$ cat src/rtl/demux_rr_dispatcher.sv
// demux_rr_dispatcher: takes one beat at a time from a valid/ready source and
// presents it to one of four consumers. The consumer is picked round-robin
// among the enabled channels.
//
// Handshake rule on both sides: a beat moves on the rising edge where valid
// and ready are both high. A valid that has been raised stays high, with its
// data unchanged, until that edge.
//
// The optional per-channel beat counters are built only when the macro
// DEMUX_DISP_STATS_EN is defined.
module demux_rr_dispatcher #(
    parameter int DATA_W = 1,
    parameter int CNT_W  = 8
) (
    input  logic              clk,
    input  logic              rst,
    input  logic              in_valid,
    output logic              in_ready,
    input  logic [DATA_W-1:0] in_data,
    input  logic [3:0]        ch_en,
    output logic [3:0]        out_valid,
    input  logic [3:0]        out_ready,
    output logic [DATA_W-1:0] out_data,
    output logic [1:0]        sel,
    output logic              busy
`ifdef DEMUX_DISP_STATS_EN
    ,
    input  logic              stats_clr,
    output logic [4*CNT_W-1:0] beat_cnt
`endif
);

    typedef enum logic {
        S_IDLE = 1'b0,
        S_SEND = 1'b1
    } state_t;

    state_t            r_state;
    state_t            w_state_nxt;
    logic [DATA_W-1:0] r_hold;
    logic [1:0]        r_sel;
    logic [1:0]        r_ptr;
    logic [3:0]        r_out_valid;
    logic              r_busy;
    logic              w_in_ready;
    logic              w_accept;
    logic              w_done;
    logic [1:0]        w_grant;
    logic              w_grant_ok;
    logic [1:0]        w_cand;

    // Round-robin search: ptr+1, ptr+2, ptr+3, then ptr itself.
    always_comb begin
        w_grant    = r_ptr;
        w_grant_ok = 1'b0;
        w_cand     = r_ptr;
        for (int k = 1; k <= 4; k++) begin
            w_cand = r_ptr + 2'(k);
            if (!w_grant_ok && ch_en[w_cand]) begin
                w_grant    = w_cand;
                w_grant_ok = 1'b1;
            end
        end
    end

    // Next state and handshake decode. in_ready depends only on the state
    // and ch_en, never on in_valid.
    always_comb begin
        w_state_nxt = r_state;
        w_in_ready  = 1'b0;
        w_accept    = 1'b0;
        w_done      = 1'b0;
        case (r_state)
            S_IDLE: begin
                w_in_ready = |ch_en;
                if (in_valid && w_in_ready) begin
                    w_accept    = 1'b1;
                    w_state_nxt = S_SEND;
                end
            end
            S_SEND: begin
                // The grant was fixed at capture. Only the selected
                // channel's ready can release the beat.
                if (out_ready[r_sel]) begin
                    w_done      = 1'b1;
                    w_state_nxt = S_IDLE;
                end
            end
            default: w_state_nxt = S_IDLE;
        endcase
    end

    // State register.
    always_ff @(posedge clk or posedge rst) begin
        if (rst) r_state <= S_IDLE;
        else     r_state <= w_state_nxt;
    end

    // Datapath: capture the beat and grant on accept, release on delivery.
    always_ff @(posedge clk or posedge rst) begin
        if (rst) begin
            r_hold      <= '0;
            r_sel       <= 2'd0;
            r_ptr       <= 2'd3;
            r_out_valid <= 4'b0000;
            r_busy      <= 1'b0;
        end else if (w_accept) begin
            r_hold      <= in_data;
            r_sel       <= w_grant;
            r_out_valid <= 4'b0001 << w_grant;
            r_busy      <= 1'b1;
        end else if (w_done) begin
            r_ptr       <= r_sel;
            r_out_valid <= 4'b0000;
            r_busy      <= 1'b0;
        end
    end

    assign in_ready  = w_in_ready;
    assign out_valid = r_out_valid;
    assign out_data  = r_hold;
    assign sel       = r_sel;
    assign busy      = r_busy;

`ifdef DEMUX_DISP_STATS_EN
    logic [CNT_W-1:0] r_cnt [4];

    // Saturating per-channel delivery counters. A clear wins over a
    // coincident increment.
    always_ff @(posedge clk or posedge rst) begin
        if (rst) begin
            for (int i = 0; i < 4; i++) r_cnt[i] <= '0;
        end else begin
            for (int i = 0; i < 4; i++) begin
                if (stats_clr)
                    r_cnt[i] <= '0;
                else if (w_done && (r_sel == 2'(i)) && (r_cnt[i] != {CNT_W{1'b1}}))
                    r_cnt[i] <= r_cnt[i] + 1'b1;
            end
        end
    end

    for (genvar g = 0; g < 4; g++) begin : g_cnt_out
        assign beat_cnt[g*CNT_W +: CNT_W] = r_cnt[g];
    end
`endif

endmodule

$ cat config.mk
export PLATFORM = sky130hd
export DESIGN_NAME = demux_rr_dispatcher
export DESIGN_NICKNAME = d
export VERILOG_FILES = /design/src/rtl/demux_rr_dispatcher.sv
export SDC_FILE = /design/constraint.sdc
export NUM_CORES = 1
export LEC_CHECK = 0
export CAP_MARGIN = 10
export CORE_UTILIZATION = 42
export CTS_CLUSTER_SIZE = 40
export DETAILED_ROUTE_END_ITERATION = 8
export GPL_ROUTABILITY_DRIVEN = 0
export PLACE_DENSITY = 0.81
export SLEW_MARGIN = 20
export SYNTH_ARGS = -nofsm -noshare
export SYNTH_HDL_FRONTEND = slang
export SYNTH_SLANG_ARGS = --single-unit
$ cat constraint.sdc
create_clock -name clk -period 1.95 [get_ports clk]
set_input_delay 0.195 -clock clk [delete_from_list [all_inputs] [get_ports clk]]
set_output_delay 0.195 -clock clk [all_outputs]
set_load 0.02 [all_outputs]
# Word-level counts from Yosys, hierarchy flattened
# Cells that the tools add are included.
# totals
ff_bits,11
input_bits,12
output_inout_bits,9
# classes
addsub,3
mux,28
bitwise,2
shift,1
n_reduce_logical,10
n_lt_le_gt_ge,5
# ops
op,n
two-way mux 1 bit,16
< comparator 2 x 3 -> 1 bit (second input constant),5
binary-select mux 1 bit (select 2 bit),5
two-way mux 2 bit,4
two-way mux 4 bit,2
adder 2 bit (second input constant),2
logical AND 1 bit,4
OR reduction 4 bit,1
left shift 1 x 2 -> 4 bit (first input constant),1
zero test 1 bit,3
adder 2 x 1 -> 2 bit (second input constant),1
inverter 1 bit,2
one-hot mux 1 bit (2 select lines),1
AND reduction 2 bit,1
nonzero test 2 bit,1

# Longest topological paths before layout
# depth
word_depth,15
depth_mapped,5

# Worst setup path before layout
# OpenSTA, ideal clock, no wires.
# synth_path
path_type,flip-flop to flip-flop
from,"register r_sel[0], in the netlist sel[0]"
to,register r_ptr[0]
required_time_ns,1.868
period_less_slack_ns,1.568
path_stages_with_launch,4
arrival_ns,1.486
path_slack_ns,0.382
path_cell_list,dfrtp_1 > mux4_2 > nand2_4 > mux2_2
# synth_via
elab_chain_len,5
# synth_lines
item,line_no,source
"start, declared",41,logic [1:0] r_sel;
"start signal, assigned",109,r_sel <= w_grant;
binary-select mux 1 bit (select 2 bit),84,if (out_ready[r_sel]) begin
two-way mux 1 bit (implied by the code),84,
two-way mux 1 bit,84,
two-way mux 1 bit,73,case (r_state)
AND reduction 2 bit (no source line),-,
"end signal, assigned",113,r_ptr <= r_sel;
"end, declared",42,logic [1:0] r_ptr;
# Parallel ways exist; a longest one is shown, timed or not. The select of a mux whose other input is x is not followed.
# A chain may end at the register's enable or synchronous reset.

# Worst setup path after layout
# layout_path
from,input port ch_en[3]
to,output port in_ready
# layout_via
elab_chain_len,2
# layout_lines
item,line_no,source
"start, declared",20,"input logic [3:0] ch_en,"
OR reduction 4 bit,75,w_in_ready = |ch_en;
two-way mux 1 bit,73,
"end, declared",18,"output logic in_ready,"
# Every way passes these cells.

==> results.json <==
{
  "startpoint": "ch_en[3]",
  "clkTransAtPathRegs_ns": 0.07,
  "fin_setup_tns_ns": 0,
  "p_int_uw": 749,
  "startpoint_type": "primary input",
  "htree_levels": 1,
  "die_area_um2": 1520,
  "wl_um": 1210,
  "vias": 450,
  "p_leak_uw": 0.000350,
  "clockRootBuffer": "clkbuf_4",
  "ctsResizeCount": 0,
  "power_frac_clock_pct": 12.8,
  "n_antenna_cell": 0,
  "drcViolationCount": 0,
  "fmax_ghz": 0.554,
  "grt_remaining_overflow": 0,
  "first_global_vias": 436,
  "antenna_found_initial": 0,
  "syn_nets": 60,
  "cp_common_cell": "clkdlybuf4s50_1",
  "p_sw_share_pct": 38.3,
  "ir_drop_mv": 1.03,
  "clock_latency_ns": 0.27,
  "hold_viol_final": 0,
  "vias_per_cell": 5.29,
  "start_util_pct": 48.3,
  "grt_max_degree": 12,
  "cp_top_family": "buffers and inverters",
  "rrSetupSlack_ns": 0.36,
  "cts_hold_buf": 0,
  "row_count": 12,
  "outcome": "complete, no violations",
  "slew_violations": 0,
  "arrival_ns": 1.61,
  "pwr-share-comb_pct": 50.8,
  "portBuffers": 20,
  "netlist.area_leader.share_pct": 39.3,
  "synthCells": 48,
  "hold_class": "primary input to async pin",
  "fin_cells": 85,
  "fin_skew_ns": 0.00114,
  "dp_hpwl_um": 869,
  "drive_gt1_share_pct": 23.9,
  "nFillCells": 100,
  "timing.final.crit_share_pct": 92.5,
  "power_density_nw_per_um2": 1510,
  "yosysUniqueCellTypes": 26,
  "firstDrtPassIters": 4,
  "ant_nets": 0,
  "worstPathRequired_ns": 1.75,
  "wl_per_cell_um": 14.2,
  "crit_end": "in_ready",
  "post-cts-setup-buffers": 0,
  "slowest_delay_ns": 0.54,
  "relSlewSlack_pct": 71.9,
  "multi_input_area_um2": 265,
  "cpMaxStageDelayCell": "clkdlybuf4s50_1",
  "chipHeight_um": 38.9,
  "cts_tree": "yes",
  "clock_sink_count": 11,
  "final-seq-area_um2": 278,
  "cp_max_fo": 5,
  "grt.total_usage_pct": 19.6,
  "path_buf_inv": 2,
  "dp.cells": 81,
  "crit_chain": "clkdlybuf4s50_1, nor4_2, nor2_1, clkdlybuf4s50_1",
  "drv_cap": 0,
  "grt_pass1_wl_um": 1910,
  "tightestPinTransition_ns": 0.421,
  "reg2reg_depth": 4,
  "reg2reg_to": "out_valid[3]",
  "worstReg2RegStart": "r_ptr[1]",
  "synth_seq_cells": 11,
  "drtIter0Drc": 6,
  "syn2layout_area_growth_pct": 40.2,
  "fp.coreArea_um2": 1190,
  "yosysSeqAreaShare_pct": 48.5,
  "final_area_um2": 803,
  "layout.nets": 84,
  "synth_warnings": 0,
  "die_w_um": 38.9,
  "syn_area_um2": 573,
  "seqPwrFrac_pct": 36.4,
  "rsz0062_at_grt": "no",
  "worstSetupPathType": "primary input to output pin",
  "placed_area_um2": 776,
  "synthTopCellsByArea": "dfrtp_1 39%, dfstp_2 9.2%, a32o_1 7.0%, mux2_2 5.9%, buf_6 3.9%",
  "cts_buffers": 3,
  "critPathCaptureType": "output pin",
  "syn_avg_cell_area_um2": 11.9,
  "cts_max_path_buffers": 2,
  "cp.depth": 4,
  "synth.largest_area_cell": "dfrtp_1",
  "min_period_ns": 1.80,
  "io_pins": 21,
  "setup_viol": 0,
  "p_switching_uw": 465
}
how the worst min path moves through the flow:
stage          startpoint  depth (start not counted)            to
6_report              rst                          2  out_valid[3]
3_3_place_gp         busy                          2          busy
2_1_floorplan         rst                          1          busy
5_1_grt               rst                          2  out_valid[3]
4_1_cts               rst                          2          busy
3_5_place_dp         busy                          2          busy
state kept, by name, indices dropped and copies added (netlist names):
signal     count
r_ptr          2
out_valid      4
sel            2
r_state        1
busy           1
out_data       1
routing by layer:
layer  vias up  wire [um]  GRT usage [%]
met1       204        585           27.7
met4         0         10           7.76
met2        22        551           29.6
met3         2         64           3.47
li1        222          -              -
met5         -          0              0
cell usage after synthesis:
| cell | count |
|---|---|
| inv_1 | 2 |
| nand2_4 | 1 |
| and3b_1 | 1 |
| or3_1 | 1 |
| a31oi_1 | 1 |
| nor4_2 | 1 |
| nand3b_1 | 1 |
| mux2_2 | 3 |
| nand2_1 | 3 |
| mux4_2 | 1 |
| buf_6 | 2 |
| or2b_1 | 1 |
| a32o_1 | 4 |
| nand3b_2 | 1 |
| a21o_1 | 1 |
| nor2b_2 | 1 |
| or2b_2 | 1 |
| nand2b_1 | 1 |
| a21oi_1 | 1 |
| nor2_1 | 3 |
| dfstp_2 | 2 |
| nor3_1 | 2 |
| a21o_2 | 1 |
| mux2i_1 | 1 |
| o21ai_0 | 2 |
| dfrtp_1 | 9 |
stage by stage:
step	setup WS, ns	hold slack [ns]	total power, uW	util, %
2_1_floorplan	0.382	0.0460	833	-
3_3_place_gp	0.155	0.469	1050	65.4
3_5_place_dp	0.155	0.470	1060	65.4
4_1_cts	0.140	0.220	1220	67.7
5_1_grt	0.0448	0.246	1290	67.7
6_report	0.146	0.211	1210	67.7
layout by cell type, fill, tap and decap left out, drive strengths merged, types with 2 or more instances in the layout:
| cell type | synthesis | routed |
|---|---|---|
| a21o | 2 | 2 |
| a32o | 4 | 4 |
| clkbuf | 0 | 3 |
| clkdlybuf4s50 | 0 | 20 |
| dfrtp | 9 | 9 |
| dfstp | 2 | 2 |
| inv | 2 | 2 |
| mux2 | 3 | 3 |
| nand2 | 4 | 4 |
| nand3b | 2 | 2 |
| nor2 | 3 | 3 |
| nor3 | 2 | 2 |
| o21ai | 2 | 2 |
| or2b | 2 | 2 |
cell families after synthesis:
kind of cell / after synthesis / share of synthesized area [%]
AO/OA/AOI/OAI: 10 / 13.5
buffers and inverters: 4 / 5.24
flip-flops: 11 / 48.5
multiplexers: 5 / 11.6
AND/OR/NAND/NOR: 18 / 21.2
power groups by stage:
stage / Combinational (uW) / Clock (uW) / Sequential (uW)
after global placement: 607 / 0 / 442
after CTS: 620 / 160 / 442
final: 616 / 156 / 442
after floorplan: 325 / 0 / 508
after detailed placement: 616 / 0 / 444
after global routing: 661 / 172 / 456
final cells by class:
cell class,instances,share of cell area [%]
repair buffers,21,25.9
clock inverters,1,0.623
flip-flops and latches,11,34.6
multi-input cells,33,33.0
inverters,2,0.935
well taps,14,2.18
clock buffers,3,2.80
Power figures use the tool's default switching activity.
